## src/rtl/uart_rx_core.sv

```systemverilog
// UART receive engine: oversampled start detection, LSB-first data, optional parity, 1/2 stop bits.
// Define UART_RX_MAJORITY_VOTE_EN to decide each bit by a 2-of-3 vote over the last three ticks.
module uart_rx_core #(
  parameter int DATA_BITS  = 8,
  parameter int OVERSAMPLE = 16
) (
  input  logic                 clk,
  input  logic                 areset_n,
  input  logic                 sreset,
  input  logic                 en,
  input  logic                 tick,
  input  logic                 rx,
  input  logic [1:0]           parity_mode,
  input  logic                 stop2,
  output logic [DATA_BITS-1:0] data,
  output logic                 valid,
  output logic                 parity_err,
  output logic                 frame_err,
  output logic                 busy
);
  localparam int SW = $clog2(OVERSAMPLE);
  localparam int NW = $clog2(DATA_BITS + 1);
  localparam logic [SW-1:0] S_HALF  = SW'(OVERSAMPLE / 2 - 1);
  localparam logic [SW-1:0] S_LAST  = SW'(OVERSAMPLE - 1);
  localparam logic [SW-1:0] S_ONE   = SW'(1);
  localparam logic [NW-1:0] N_FINAL = NW'(DATA_BITS - 1);
  localparam logic [NW-1:0] N_ONE   = NW'(1);

  typedef enum logic [2:0] {ST_IDLE, ST_START, ST_DATA, ST_PARITY, ST_STOP, ST_DONE} state_t;

  state_t                 state_q, state_d;
  logic [SW-1:0]          s_q, s_d;
  logic [NW-1:0]          n_q, n_d;
  logic [DATA_BITS-1:0]   shift_q, shift_d;
  logic [DATA_BITS-1:0]   data_q, data_d;
  logic                   valid_q, valid_d;
  logic                   perr_q, perr_d;
  logic                   ferr_q, ferr_d;
  logic                   last_rx_q, last_rx_d;
  logic                   par_acc_q, par_acc_d;
  logic                   par_flag_q, par_flag_d;
  logic                   frm_flag_q, frm_flag_d;
  logic [1:0]             cfg_par_q, cfg_par_d;
  logic                   cfg_stop2_q, cfg_stop2_d;
  logic                   stop_second_q, stop_second_d;
  logic                   adv;
  logic                   sample;
  logic                   parity_on;

  assign adv       = en && tick;
  assign parity_on = (cfg_par_q == 2'b01) || (cfg_par_q == 2'b10);

`ifdef UART_RX_MAJORITY_VOTE_EN
  // hist_q holds rx from the two previous ticks, so the vote spans decision s-2..s.
  logic [1:0] hist_q, hist_d;
  assign hist_d = adv ? {hist_q[0], rx} : hist_q;
  assign sample = (hist_q[1] & hist_q[0]) | (hist_q[1] & rx) | (hist_q[0] & rx);

  always_ff @(posedge clk or negedge areset_n) begin
    if (!areset_n)   hist_q <= 2'b11;
    else if (sreset) hist_q <= 2'b11;
    else             hist_q <= hist_d;
  end
`else
  assign sample = rx;
`endif

  always_ff @(posedge clk or negedge areset_n) begin
    if (!areset_n) begin
      state_q <= ST_IDLE;  s_q <= '0;  n_q <= '0;  shift_q <= '0;  data_q <= '0;
      valid_q <= 1'b0;  perr_q <= 1'b0;  ferr_q <= 1'b0;  last_rx_q <= 1'b1;
      par_acc_q <= 1'b0;  par_flag_q <= 1'b0;  frm_flag_q <= 1'b0;
      cfg_par_q <= 2'b00;  cfg_stop2_q <= 1'b0;  stop_second_q <= 1'b0;
    end else if (sreset) begin
      state_q <= ST_IDLE;  s_q <= '0;  n_q <= '0;  shift_q <= '0;  data_q <= '0;
      valid_q <= 1'b0;  perr_q <= 1'b0;  ferr_q <= 1'b0;  last_rx_q <= 1'b1;
      par_acc_q <= 1'b0;  par_flag_q <= 1'b0;  frm_flag_q <= 1'b0;
      cfg_par_q <= 2'b00;  cfg_stop2_q <= 1'b0;  stop_second_q <= 1'b0;
    end else begin
      state_q <= state_d;  s_q <= s_d;  n_q <= n_d;  shift_q <= shift_d;  data_q <= data_d;
      valid_q <= valid_d;  perr_q <= perr_d;  ferr_q <= ferr_d;  last_rx_q <= last_rx_d;
      par_acc_q <= par_acc_d;  par_flag_q <= par_flag_d;  frm_flag_q <= frm_flag_d;
      cfg_par_q <= cfg_par_d;  cfg_stop2_q <= cfg_stop2_d;  stop_second_q <= stop_second_d;
    end
  end

  always_comb begin
    state_d       = state_q;
    s_d           = s_q;
    n_d           = n_q;
    shift_d       = shift_q;
    last_rx_d     = adv ? rx : last_rx_q;
    par_acc_d     = par_acc_q;
    par_flag_d    = par_flag_q;
    frm_flag_d    = frm_flag_q;
    cfg_par_d     = cfg_par_q;
    cfg_stop2_d   = cfg_stop2_q;
    stop_second_d = stop_second_q;
    case (state_q)
      ST_IDLE: begin
        if (adv && !rx && last_rx_q) begin
          s_d     = '0;
          state_d = ST_START;
        end
      end
      ST_START: begin
        if (adv) begin
          if (s_q != S_HALF) begin
            s_d = s_q + S_ONE;
          end else if (sample) begin
            state_d = ST_IDLE;
          end else begin
            // Frame configuration is frozen here for the rest of the frame.
            s_d           = '0;
            n_d           = '0;
            cfg_par_d     = parity_mode;
            cfg_stop2_d   = stop2;
            par_acc_d     = 1'b0;
            par_flag_d    = 1'b0;
            frm_flag_d    = 1'b0;
            stop_second_d = 1'b0;
            state_d       = ST_DATA;
          end
        end
      end
      ST_DATA: begin
        if (adv) begin
          if (s_q != S_LAST) begin
            s_d = s_q + S_ONE;
          end else begin
            shift_d   = {sample, shift_q[DATA_BITS-1:1]};
            par_acc_d = par_acc_q ^ sample;
            s_d       = '0;
            n_d       = n_q + N_ONE;
            if (n_q == N_FINAL) state_d = parity_on ? ST_PARITY : ST_STOP;
          end
        end
      end
      ST_PARITY: begin
        if (adv) begin
          if (s_q != S_LAST) begin
            s_d = s_q + S_ONE;
          end else begin
            par_flag_d = (cfg_par_q == 2'b01) ? (par_acc_q ^ sample) : ~(par_acc_q ^ sample);
            s_d        = '0;
            state_d    = ST_STOP;
          end
        end
      end
      ST_STOP: begin
        if (adv) begin
          if (s_q != S_LAST) begin
            s_d = s_q + S_ONE;
          end else begin
            if (!sample) frm_flag_d = 1'b1;
            s_d = '0;
            if (cfg_stop2_q && !stop_second_q) stop_second_d = 1'b1;
            else                               state_d = ST_DONE;
          end
        end
      end
      ST_DONE: begin
        if (en) state_d = ST_IDLE;
      end
      default: state_d = ST_IDLE;
    endcase
  end

  // Pulses follow the next state directly, so they drop when DONE is left regardless of en.
  always_comb begin
    busy    = (state_q != ST_IDLE);
    valid_d = (state_d == ST_DONE);
    perr_d  = valid_d && par_flag_d;
    ferr_d  = valid_d && frm_flag_d;
    data_d  = valid_d ? shift_d : data_q;
  end

  assign data       = data_q;
  assign valid      = valid_q;
  assign parity_err = perr_q;
  assign frame_err  = ferr_q;

endmodule

```

## config.mk

```make
export PLATFORM = sky130hd
export DESIGN_NAME = uart_rx_core
export DESIGN_NICKNAME = d
export VERILOG_FILES = /design/src/rtl/uart_rx_core.sv
export SDC_FILE = /design/constraint.sdc
export NUM_CORES = 1
export LEC_CHECK = 0
export ABC_AREA = 0
export CORE_ASPECT_RATIO = 1.4
export CORE_MARGIN = 2
export CORE_UTILIZATION = 40
export CTS_BUF_LIST = sky130_fd_sc_hd__clkbuf_2
export CTS_CLUSTER_DIAMETER = 60
export DETAILED_ROUTE_END_ITERATION = 16
export SYNTH_ARGS = -nofsm -noshare
export SYNTH_HDL_FRONTEND = slang
export SYNTH_SLANG_ARGS = --single-unit
```

## constraint.sdc

```tcl
create_clock -name clk -period 2.4 [get_ports clk]
set_input_delay 0.36 -clock clk [delete_from_list [all_inputs] [get_ports clk]]
set_output_delay 0.36 -clock clk [all_outputs]
set_load 0.005 [all_outputs]
```

# Word-level counts from Yosys, hierarchy flattened
# Cells that the tools add are included.
# classes
n_eq_ne,24
bitwise_logic,2
muxes,79
add_sub_neg,2
reduce_logical,22
# ops
op,n
$mux 4,12
$mux 8,6
$mux 3,14
$mux 1,34
$ne 3x3->1 const B,9
$pmux 3 s6,1
$mux 2,6
$pmux 4 s3,1
$eq 3x3->1 const B,3
$reduce_bool 3->1,3
$add 4x1->4 const B,2
$ne 4x4->1 const B,2
$pmux 1 s2,4
$pmux 4 s2,1
$reduce_and 7->1,1
$eq 3x2->1 const B,2
$logic_and 1x1->1,6
$reduce_and 6->1,1
$reduce_bool 2->1,3
$reduce_and 5->1,1
$eq 4x3->1 const B,1
$ne 2x2->1 const B,2
$ne 4x3->1 const B,1
$reduce_and 4->1,1
11 further kinds,12
# totals
in_bits,9
wordCells,144
reg_bits,38
out_inout_bits,12

# Depth between registers and ports, before layout
# depth
ltp_word,10
ltp_mapped,7
depth_no_buf,6

# Least setup slack after synthesis
# No wires, ideal clock.
# synth_timing
kind,register -> register
startpoint,register s_q[0]
endpoint,register s_q[1]
stages_incl_launch_ff,7
setup_slack_ns,0.443
arrival_time_ns,1.832
setup_ns,0.125
t_required_ns,2.275
cell_sequence,dfrtp_1 ha_1 and3b_1 clkbuf_1 o221a_2 o21ai_0 mux2_2
# synth_between
elab_chain_len,5
word_cells_on_any_way,11
cone_classes,add/sub (1); eq/ne (3); mux (6); reduce/logical (1)
# synth_lines
element,line_no,text
"start, declared",32,"logic [SW-1:0] s_q, s_d;"
"start signal, assigned",70,state_q <= ST_IDLE; s_q <= '0; n_q <= '0; shift_q <= '0; data_q <= '0;
"start signal, assigned",75,state_q <= ST_IDLE; s_q <= '0; n_q <= '0; shift_q <= '0; data_q <= '0;
"start signal, assigned",80,state_q <= state_d; s_q <= s_d; n_q <= n_d; shift_q <= shift_d; data_q <= data_d;
$add 4x1->4 (tied with other cells),-,
$mux 4 (on tied branches),-,
$mux 4 (on tied branches),"140, 107",
$pmux 4 s3,99,case (state_q)
$mux 4,74,end else if (sreset) begin
# Several ways; a longest one is shown, not always the timed one. The select of a mux whose other input is x is not followed.
# A chain may end at the register's enable or synchronous reset.

# Worst setup path after layout
# layout_timing
startpoint,register state_q[2]
endpoint,output busy
# layout_between
elab_chain_len,1
# layout_lines
element,line_no,text
"start, declared",31,"state_t state_q, state_d;"
"start signal, assigned",70,
"start signal, assigned",75,
"start signal, assigned",80,
$reduce_bool 3->1,171,busy = (state_q != ST_IDLE);
"end, declared",19,output logic busy
# No other way between the ends.

==> impl_metrics.json <==
{
  "status": "finished clean",
  "clock-sinks": 38,
  "synth_edf_count": 0,
  "cp-end-kind": "output pin",
  "gp_congestion": 0.826,
  "die_height_um": 87.3,
  "critPathMaxFanout": 15,
  "clk_latency_ns": 0.40,
  "fin_ws_ns": 0.188,
  "maxCapViolations": 0,
  "synth.area.top_cells": "dfrtp_1 (47%), mux2i_1 (5.5%), a21oi_1 (4.5%), a211oi_1 (3.4%), nor2_1 (3.2%)",
  "initialDrtViolationCount": 92,
  "timing.hold.ws_ns": 0.0229,
  "die-width_um": 63.5,
  "cts_hold_buf": 0,
  "overflow": 0,
  "port_buffers": 20,
  "setup_viol": 0,
  "synthCells": 206,
  "critPathCapture": "busy",
  "grt_pass1_wl_um": 8150,
  "start_util_pct": 41.3,
  "grt.total_usage_pct": 19.3,
  "grt_pass1_vias": 1689,
  "grt_max_degree": 39,
  "final_nets": 243,
  "crit_start": "state_q[2]$_DFF_PN0_",
  "cts_tree": "yes",
  "numCtsBuffers": 5,
  "hold_violations": 0,
  "core_area_mm2": 0.00480,
  "relSlewSlack_pct": 43.8,
  "holdCritPathClass": "in -> async",
  "place_area_mm2": 0.00231,
  "worst-r2r-setup-slack_ns": 0.32,
  "root_buffer": "clkbuf_2",
  "antennaDiodeCount": 0,
  "path_clk_slew_ns": 0.20,
  "cts_buffer_depth": 2,
  "antenna_found_initial": 0,
  "skew_ns": 0.0182,
  "ys_seq_area_share_pct": 48.0,
  "path_class": "reg -> out",
  "final.min_clock_period_ns": 2.21,
  "startpoint_type": "flip-flop",
  "pre_cts_slack_ns": 0.186,
  "fin_crit_sh_pct": 92.2,
  "cp_data_arrival_time_ns": 1.85,
  "synth_cell_type_count": 44,
  "drv_slew": 0,
  "worst_ep_required_time_ns": 2.04,
  "p_per_area_mw_per_mm2": 462,
  "postLayoutCellArea_mm2": 0.00235,
  "fmax_mhz": 452,
  "pin_count": 21,
  "final.setup.tns_ns": 0,
  "num_vias": 1654,
  "dp_hpwl_um": 3320,
  "syn_area_per_cell_um2": 9.63,
  "worstReg2RegEnd": "state_q[0]$_DFF_PN0_",
  "syn-num-nets": 218,
  "rr_startpoint": "state_q[2]$_DFF_PN0_",
  "area_delta_synth_final_pct": 18.4,
  "htree_levels": 2,
  "synth.top_cell.area_share_pct": 46.7,
  "worst_pin_slew_ns": 0.843,
  "via_per_inst": 5.59,
  "row_count": 30,
  "reg2reg_depth": 4,
  "dr.pass1.iters": 4,
  "synthArstFlopShare_pct": 100,
  "p_leak_nw": 1.05,
  "synth_area_mm2": 0.00198,
  "ir_drop_v": 0.000305,
  "totalWireLength_um": 4780,
  "yosys_warnings": 0,
  "wl_per_cell_um": 16.2,
  "dieArea_mm2": 0.00555,
  "ant_nets": 0,
  "drc": 0,
  "ys_seq_elements": 38,
  "drive_gt1_share_pct": 13.8,
  "synth_ff_type": "dfrtp_1",
  "grt_setup_unrepaired": "false",
  "synth_top_cell_by_area": "dfrtp_1"
}
## placed cells by master, fill, tap and decap left out, types with 2 or more instances in the layout
cell type        netlist  routed
a31o_2                 2       2
nor2b_1                2       2
o2111ai_1              2       2
nand2b_1               3       3
xnor2_1                2       2
nor4_1                 3       3
and3_1                 6       6
clkbuf_2               0       6
nor3_2                 1       2
dfrtp_1               37      37
and3b_1                2       2
nand2_1                9       9
ha_1                   3       3
nor3b_1                3       3
buf_4                  0      13
nor2_1                17      17
nand4_1                3       3
a21oi_1               18      18
a211oi_1               9       9
xor2_1                 2       2
inv_1                  8       8
and2_1                 2       2
clkdlybuf4s50_1        0      19
nand3_1               11      11
o21ai_0                6       6
nand3b_1               2       2
o211ai_1               5       5
mux2i_1               11      11
nor3_1                 6       5
## Yosys cell counts (3+ instances only)
cell type / count
mux2i_1: 11
nor4_1: 3
clkbuf_1: 13
nand2b_1: 3
a21oi_1: 18
dfrtp_1: 37
o211ai_1: 5
ha_1: 3
nand4_1: 3
nor2_1: 17
nand2_1: 9
o21ai_0: 6
and3_1: 6
nand3_1: 11
nor3b_1: 3
inv_1: 8
nor3_1: 6
a211oi_1: 9
## final cells by class
type,instances,area [um2]
repair buffers,33,293
inverters,8,30.0
well taps,64,80.1
clock buffers,6,30.0
flip-flops and latches,38,952
clock inverters,2,8.76
fillers,499,2450
multi-input cells,145,956
## per-layer routing
layer	part of all wire (%)	up-vias	track usage [%]
met5	0	-	0
li1	-	804	-
met3	3.5	11	3.23
met2	52	31	34.0
met1	42	808	22.5
met4	2.4	0	9.49
## kinds of logic (layout without fill, tap and decap cells)
group	Yosys count	in the layout	share of synthesized area [%]
compound gates	51	51	17.1
xor+xnor	4	4	1.77
fa+ha+maj	3	3	1.89
buf+inv	23	49	4.48
flops	38	38	48.0
mux	12	12	6.12
simple gates	75	75	20.7
## metrics by stage
stage          utilization (%)  power (mW)  std cells
2_1_floorplan                -       0.744        206
3_3_place_gp              48.0       0.813        288
3_5_place_dp              48.0       0.813        288
4_1_cts                   48.8        1.10        296
5_1_grt                   48.9        1.14        296
6_report                  48.9        1.09        296
## where the power goes
group,total [mW],switching [mW],internal (mW)
registers,0.668,0.0189,0.649
logic,0.133,0.0721,0.0613
clock network,0.284,0.212,0.0717
total,1.09,0.303,0.782
## what timing repair did
item | 4_1_cts | 5_1_grt
hold endpoints to repair | 0 | 0
buffers inserted | 0 | 0
resized for setup | 0 | 1
endpoints found under the setup margin | 0 | 1
## state kept, by name, indices dropped and copies added (netlist names)
name and cells:
s_q 4, frm_flag_q 1, stop_second_q 1, par_flag_q 1, cfg_par_q 2, valid 1, state_q 3, par_acc_q 1
n_q 4, parity_err 1, shift_q 8, last_rx_q 1, data 8, frame_err 1, cfg_stop2_q 1
## worst min path at each step
| stage | cells past startpoint | slack (ns) | start | to |
|---|---|---|---|---|
| 2_1_floorplan | 0 | 0.06 | areset_n | cfg_par_q[0]$_DFFE_PN0P_ |
| 3_3_place_gp | 1 | 0.49 | s_q[0]$_DFFE_PN0P_ | s_q[0]$_DFFE_PN0P_ |
| 3_5_place_dp | 1 | 0.51 | s_q[0]$_DFFE_PN0P_ | s_q[0]$_DFFE_PN0P_ |
| 4_1_cts | 1 | 0.05 | areset_n | s_q[2]$_DFFE_PN0P_ |
| 5_1_grt | 1 | 0.09 | areset_n | s_q[2]$_DFFE_PN0P_ |
| 6_report | 1 | 0.02 | areset_n | s_q[3]$_DFFE_PN0P_ |
## worst max-delay path: stages, from the launching register on
cell and delay [ns]:
dfrtp_1 0.60, nor3_2 0.30, inv_1 0.10, clkdlybuf4s50_1 0.45
(Power assumes the default switching activity.)
